<file path="config.mk">
export PLATFORM = sky130hd
export DESIGN_NAME = formant_frame_sched
export DESIGN_NICKNAME = d
export VERILOG_FILES = /design/src/rtl/formant_frame_sched.sv
export SDC_FILE = /design/constraint.sdc
export NUM_CORES = 1
export LEC_CHECK = 0
export BUFFER_PORTS_ARGS = -buffer_cell sky130_fd_sc_hd__buf_4
export CORE_MARGIN = 5
export CORE_UTILIZATION = 35
export DETAILED_ROUTE_END_ITERATION = 8
export SLEW_MARGIN = 5
export SYNTH_ARGS = -nofsm -noshare
export SYNTH_HDL_FRONTEND = slang
export SYNTH_SLANG_ARGS = --single-unit
export TNS_END_PERCENT = 100
</file>
<file path="constraint.sdc">
create_clock -name clk_in -period 3 [get_ports clk_in]
set_input_delay 0.6 -clock clk_in [delete_from_list [all_inputs] [get_ports clk_in]]
set_output_delay 0.6 -clock clk_in [all_outputs]
set_load 0.01 [all_outputs]
</file>
<file path="src/rtl/formant_frame_sched.sv">
// rtl/formant_frame_sched.sv - frame scheduler between the FFT magnitude stream and the formant engine
//
// Aligns the FFT sample stream into I-bin frames, forwards one eligible frame
// at a time to the formant engine, then holds off until the engine reports
// done (or the watchdog expires) and resets the engine before the next frame.
//
// Ports:
//   clk_in, rst_n_in        clock, asynchronous active-low reset
//   fft_valid_in/data/last  incoming sample stream (last marks the final bin)
//   eng_valid_out/data_out  forwarded samples, one register stage behind input
//   eng_rst_out             active-high engine reset, high while in ENG_RST
//   eng_done_in             engine formant_valid
//   busy_out                high whenever the scheduler is not IDLE
//   frame_done_out          one-cycle pulse per completed frame
//   frames_ok_out           completed frames, saturating
//   frames_drop_out         dropped, aborted or timed-out frames, saturating
//   frame_err_out           sticky early-last flag
//   timeout_err_out         sticky watchdog flag
module formant_frame_sched #(
    parameter int BIT_WIDTH = 32,
    parameter int I         = 160,
    parameter int TIMEOUT   = 1048576,
    parameter int DECIM     = 1,
    parameter int RST_CYC   = 2
) (
    input  logic                 clk_in,
    input  logic                 rst_n_in,
    input  logic                 fft_valid_in,
    input  logic [BIT_WIDTH-1:0] fft_data_in,
    input  logic                 fft_last_in,
    output logic                 eng_valid_out,
    output logic [BIT_WIDTH-1:0] eng_data_out,
    output logic                 eng_rst_out,
    input  logic                 eng_done_in,
    output logic                 busy_out,
    output logic                 frame_done_out,
    output logic [15:0]          frames_ok_out,
    output logic [15:0]          frames_drop_out,
    output logic                 frame_err_out,
    output logic                 timeout_err_out
);

    localparam int BIN_W = (I > 1) ? $clog2(I) : 1;
    localparam int DEC_W = (DECIM > 1) ? $clog2(DECIM) : 1;
    localparam int RC_W  = (RST_CYC > 1) ? $clog2(RST_CYC) : 1;
    localparam int WD_W  = $clog2(TIMEOUT + 1);

    typedef enum logic [1:0] {
        ENG_RST,
        IDLE,
        STREAM,
        WAIT_DONE
    } state_t;

    state_t           state;
    state_t           state_nxt;
    logic [BIN_W-1:0] bin_cnt;
    logic [DEC_W-1:0] dec_cnt;
    logic [RC_W-1:0]  rst_cnt;
    logic [WD_W-1:0]  wd_cnt;

    logic bin_last;
    logic frame_start;
    logic early_last;
    logic eligible;
    logic fwd;
    logic ok_inc;
    logic abort_drop;
    logic busy_drop;
    logic to_set;
    logic [1:0]  drop_inc;
    logic [16:0] drop_sum;

    assign bin_last    = (bin_cnt == BIN_W'(I - 1));
    assign frame_start = fft_valid_in && (bin_cnt == '0);
    assign early_last  = fft_valid_in && fft_last_in && !bin_last;
    assign eligible    = frame_start && (dec_cnt == '0);

    // A start that would have been eligible but finds the engine occupied is
    // a lost frame; this can coincide with a watchdog abort, hence two bits.
    assign busy_drop = eligible && ((state == WAIT_DONE) || (state == ENG_RST));
    assign drop_inc  = {1'b0, abort_drop} + {1'b0, busy_drop};
    assign drop_sum  = {1'b0, frames_drop_out} + {15'b0, drop_inc};

    assign eng_rst_out = (state == ENG_RST);
    assign busy_out    = (state != IDLE);

    always_ff @(posedge clk_in or negedge rst_n_in) begin
        if (!rst_n_in) begin
            state   <= ENG_RST;
            rst_cnt <= '0;
            wd_cnt  <= '0;
        end else begin
            state   <= state_nxt;
            rst_cnt <= ((state == ENG_RST) && (state_nxt == ENG_RST)) ? rst_cnt + 1'b1 : '0;
            wd_cnt  <= (state == WAIT_DONE) ? wd_cnt + 1'b1 : '0;
        end
    end

    always_comb begin
        state_nxt  = state;
        fwd        = 1'b0;
        ok_inc     = 1'b0;
        abort_drop = 1'b0;
        to_set     = 1'b0;
        case (state)
            ENG_RST: begin
                if (rst_cnt == RC_W'(RST_CYC - 1)) begin
                    state_nxt = IDLE;
                end
            end
            IDLE: begin
                // An early last on the start bin ends the frame before any
                // sample reaches the engine; the engine is still re-armed.
                if (eligible) begin
                    if (early_last) begin
                        abort_drop = 1'b1;
                        state_nxt  = ENG_RST;
                    end else begin
                        fwd       = 1'b1;
                        state_nxt = bin_last ? WAIT_DONE : STREAM;
                    end
                end
            end
            STREAM: begin
                // The early-last sample itself is withheld so that no valid
                // reaches the engine while its reset is asserted.
                if (fft_valid_in) begin
                    if (early_last) begin
                        abort_drop = 1'b1;
                        state_nxt  = ENG_RST;
                    end else begin
                        fwd = 1'b1;
                        if (bin_last) begin
                            state_nxt = WAIT_DONE;
                        end
                    end
                end
            end
            WAIT_DONE: begin
                if (eng_done_in) begin
                    ok_inc    = 1'b1;
                    state_nxt = ENG_RST;
                end else if (wd_cnt == WD_W'(TIMEOUT - 1)) begin
                    to_set     = 1'b1;
                    abort_drop = 1'b1;
                    state_nxt  = ENG_RST;
                end
            end
            default: state_nxt = ENG_RST;
        endcase
    end

    always_ff @(posedge clk_in or negedge rst_n_in) begin
        if (!rst_n_in) begin
            bin_cnt         <= '0;
            dec_cnt         <= '0;
            eng_valid_out   <= 1'b0;
            eng_data_out    <= '0;
            frame_done_out  <= 1'b0;
            frames_ok_out   <= '0;
            frames_drop_out <= '0;
            frame_err_out   <= 1'b0;
            timeout_err_out <= 1'b0;
        end else begin
            if (fft_valid_in) begin
                bin_cnt <= (fft_last_in || bin_last) ? '0 : bin_cnt + 1'b1;
            end
            if (frame_start) begin
                dec_cnt <= (dec_cnt == DEC_W'(DECIM - 1)) ? '0 : dec_cnt + 1'b1;
            end
            eng_valid_out <= fwd;
            if (fwd) begin
                eng_data_out <= fft_data_in;
            end
            frame_done_out <= ok_inc;
            if (ok_inc && (frames_ok_out != 16'hFFFF)) begin
                frames_ok_out <= frames_ok_out + 1'b1;
            end
            frames_drop_out <= drop_sum[16] ? 16'hFFFF : drop_sum[15:0];
            if (early_last) begin
                frame_err_out <= 1'b1;
            end
            if (to_set) begin
                timeout_err_out <= 1'b1;
            end
        end
    end

endmodule

</file>
==> impl_metrics.yaml <==
clock_tree:
  cts_buffers: 9
  cts_tree: "yes"
  cts-hold-fix-buffers: 0
  clock_latency_ns: 0.33
  cts.sinks: 100
  cts_root_buffer: "clkbuf_16"
  htreeDepth: 3
  cts_max_path_buffers: 2
  clk_pin_slew_ns: 0.06
sta:
  hold_viol_final: 0
  fin_skew_ns: 0.00332
  max_freq_mhz: 362
  final-max-slew-violation-count: 0
  finalSetupViolCount: 0
  fin_crit_sh_pct: 92.1
  worstMarginPinSlew_ns: 0.763
  slew_headroom_pct: 49.2
  min_period_ns: 2.76
placement:
  gp_congestion: 0.794
  dpl.hpwl_um: 7200
  portBuffers: 106
  dp.cells: 685
power:
  seq_power_share_pct: 43.2
  switchingPower_mw: 1.19
  finalPower_mw: 4.26
  irDropWorstVdd_mv: 0.381
  intPower_mw: 3.07
  p_clk_share_pct: 28.5
  power.leakage_nw: 2.89
  swShare_pct: 28.0
  power.density_nw_per_um2: 704
  combPwrFrac_pct: 28.3
synth:
  synth-warning-count: 0
  syn_area_um2: 4620
  synth-simple-area-share_pct: 18.8
  synthXorXnorAreaFrac_pct: 7.59
  syn_nets: 448
  synth_ff_type: "dfrtp_1"
  syn_area_per_cell_um2: 11.5
  synth_top_family_by_area: "simple AND/OR/NAND/NOR gates"
  async_flop_share_pct: 100
  ys_seq_elements: 100
  syn-instance-count: 401
  yosysUniqueCellTypes: 42
  yosys.area_share.adder_pct: 2.87
  synth_edf_count: 0
  synth-compound-area-share_pct: 5.12
  muxShareOfSynthArea_pct: 9.33
  seq_area_frac_synth_pct: 54.2
detailed_routing:
  drc_errors: 0
  vias_per_cell: 4.77
  wirelength_um: 9860
  drt_iter0_drc: 204
  wl_per_cell_um: 14.0
  drtAntennaViolNets: 0
  via_count: 3357
  first_pass_iters: 4
setup_path:
  cp.required_ns: 3.22
  critPathMaxFanout: 4
  worstSetupPathType: "reg -> reg"
  crit_chain: "ha_4 -> and2_4 -> nand4_1 -> nor4_2 -> nand2b_1 -> a21oi_2 -> fa_2 -> ha_4 -> and3_4 -> nand4_1 -> nor2_1 -> mux2_2"
  critPathMaxStageDelay_ns: 0.39
  crit_path_end_kind: "flip-flop"
  critical-path-slowest-cell: "dfrtp_1"
  arrival_ns: 2.98
  worst_setup_path_start_kind: "flip-flop"
global_routing:
  grt_max_degree: 59
  grt_overflow: 0
  grt_pass1_wl_um: 16600
  grt_pass1_vias: 3323
  grtUsageTotal_pct: 12.8
  antenna_found_initial: 0
final_layout:
  drive_gt1_share_pct: 35.2
  final_nets: 572
  multi_input_area_um2: 2050
  post-route-util_pct: 46.3
  layout.filler_cells: 1226
  instances_no_fill: 704
  seqCellArea_um2: 2500
  areaGrowthSynthToFinish_pct: 31.2
  diodes: 0
floorplan:
  dieArea_um2: 15600
  rows: 42
  coreArea_um2: 13100
  io_pins: 107
  start_util_pct: 35.3
  die_w_um: 125
  die_y_um: 125
hold_path:
  hold_path.class: "in -> async"
status:
  status: "finished clean"
run:
  cap_violations: 0
==> cell families after synthesis <==
| family | Yosys count |
|---|---|
| muxes | 38 |
| DFF | 100 |
| adders and majority gates | 10 |
| buffers and inverters | 20 |
| xor gates and xnor gates | 40 |
| and+or+nand+nor | 160 |
| AOI/OAI and AO/OA | 33 |
==> critical path: cells and delay by family, from the launching register on <==
family	cells	cell delay, ns
compound gates	1	0.17
mux	1	0.34
flops	1	0.39
fa+ha+maj	3	0.54
simple gates	7	1.21
==> cell type report <==
cell class                      count  share of cell area [%]
Timing Repair Buffer              120                    15.1
Clock buffer                       10                    3.95
Multi-Input combinational cell    281                    33.9
Inverter                           13                   0.806
Sequential cell                   100                    41.4
Clock inverter                      4                    1.24
Tap cell                          176                    3.64
==> stage by stage <==
step                hold slack, ns  worst slack, ns  cell area (µm²)   TNS, ns
CTS                          0.369           0.0683             5980         0
detailed placement           0.477          0.00629             5660         0
floorplan                    0.304           0.0502             4620         0
global placement             0.459            0.103             5660         0
finish                       0.338            0.236             6060         0
global route                 0.411         -0.00189             6060  -0.00189
==> Yosys cell counts, types with 3 or more instances <==
| cell | count | area [µm²] |
|---|---|---|
| dfrtp_1 | 100 | 2500 |
| xnor2_1 | 20 | 175 |
| a21boi_0 | 4 | 30.0 |
| ha_1 | 9 | 113 |
| nand3_1 | 25 | 125 |
| inv_1 | 13 | 48.8 |
| nand2_1 | 39 | 146 |
| clkbuf_1 | 4 | 15.0 |
| and4_1 | 4 | 35.0 |
| mux2_2 | 36 | 405 |
| or3_1 | 3 | 18.8 |
| nand4_1 | 17 | 106 |
| nor4_1 | 3 | 18.8 |
| nand2b_1 | 7 | 43.8 |
| and3_1 | 7 | 43.8 |
| nor2_1 | 21 | 78.8 |
| buf_6 | 3 | 33.8 |
| nor3_1 | 7 | 35.0 |
| and2_1 | 16 | 100 |
| xor2_1 | 20 | 175 |
| a21oi_1 | 4 | 20.0 |
| nor2b_1 | 4 | 25.0 |
| o21ai_0 | 11 | 55.1 |
==> registers in the layout, summed over array words and instances, names as in the netlist <==
signal           count
eng_data_out        32
wd_cnt              21
frames_drop_out     16
frames_ok_out       16
bin_cnt              8
state                2
eng_valid_out        1
frame_done_out       1
frame_err_out        1
rst_cnt              1
timeout_err_out      1
==> cell usage in the layout (no fill, tap or decap), types with 7 or more instances in the layout <==
master and n:
buf_4 119, dfrtp_1 98, nand2_1 39, mux2_2 36, nand3_1 25, nor2_1 21, xor2_1 20, xnor2_1 20
nand4_1 17, and2_1 15, inv_1 13, o21ai_0 11, clkbuf_16 9, nand2b_1 7, nor3_1 7, ha_1 7
==> repair_timing <==
item | CTS | global route
setup endpoints to repair | 1 | 3
setup buffers | 0 | 5
pin swaps | 1 | 5
cloned | 0 | 0
resized for setup | 0 | 10
==> final timing paths <==
check / start / to / slack, ns / cells past startpoint
max in group asynchronous: rst_n_in / eng_data_out[25] / 1.98 / 2
worst max register to register: wd_cnt[1] / frames_drop_out[14] / 0.24 / 12
min in group clk_in: frames_ok_out[5] / frames_ok_out[5] / 0.50 / 1
worst min register to register: frames_ok_out[5] / frames_ok_out[5] / 0.50 / 1
worst max-delay path: wd_cnt[1] / frames_drop_out[14] / 0.24 / 12
worst min-delay path: rst_n_in / eng_data_out[21] / 0.34 / 1
==> routing by layer <==
metal / vias to the layer above / wire length, µm / track usage, %
li1: 1646 / - / -
met1: 1614 / 4500 / 16.6
met2: 89 / 4660 / 20.6
met3: 8 / 598 / 4.25
met4: 0 / 106 / 3.19
met5: - / 0 / 0
==> power groups by stage <==
stage	clock network (mW)	registers [mW]	logic, mW
final	1.22	1.84	1.21
after CTS	1.26	1.84	1.22
after global routing	1.32	1.87	1.33
after global placement	0	1.84	1.19
after detailed placement	0	1.86	1.22
after floorplan	0	1.96	0.485
No activity file was read; power rests on OpenSTA's default activity.
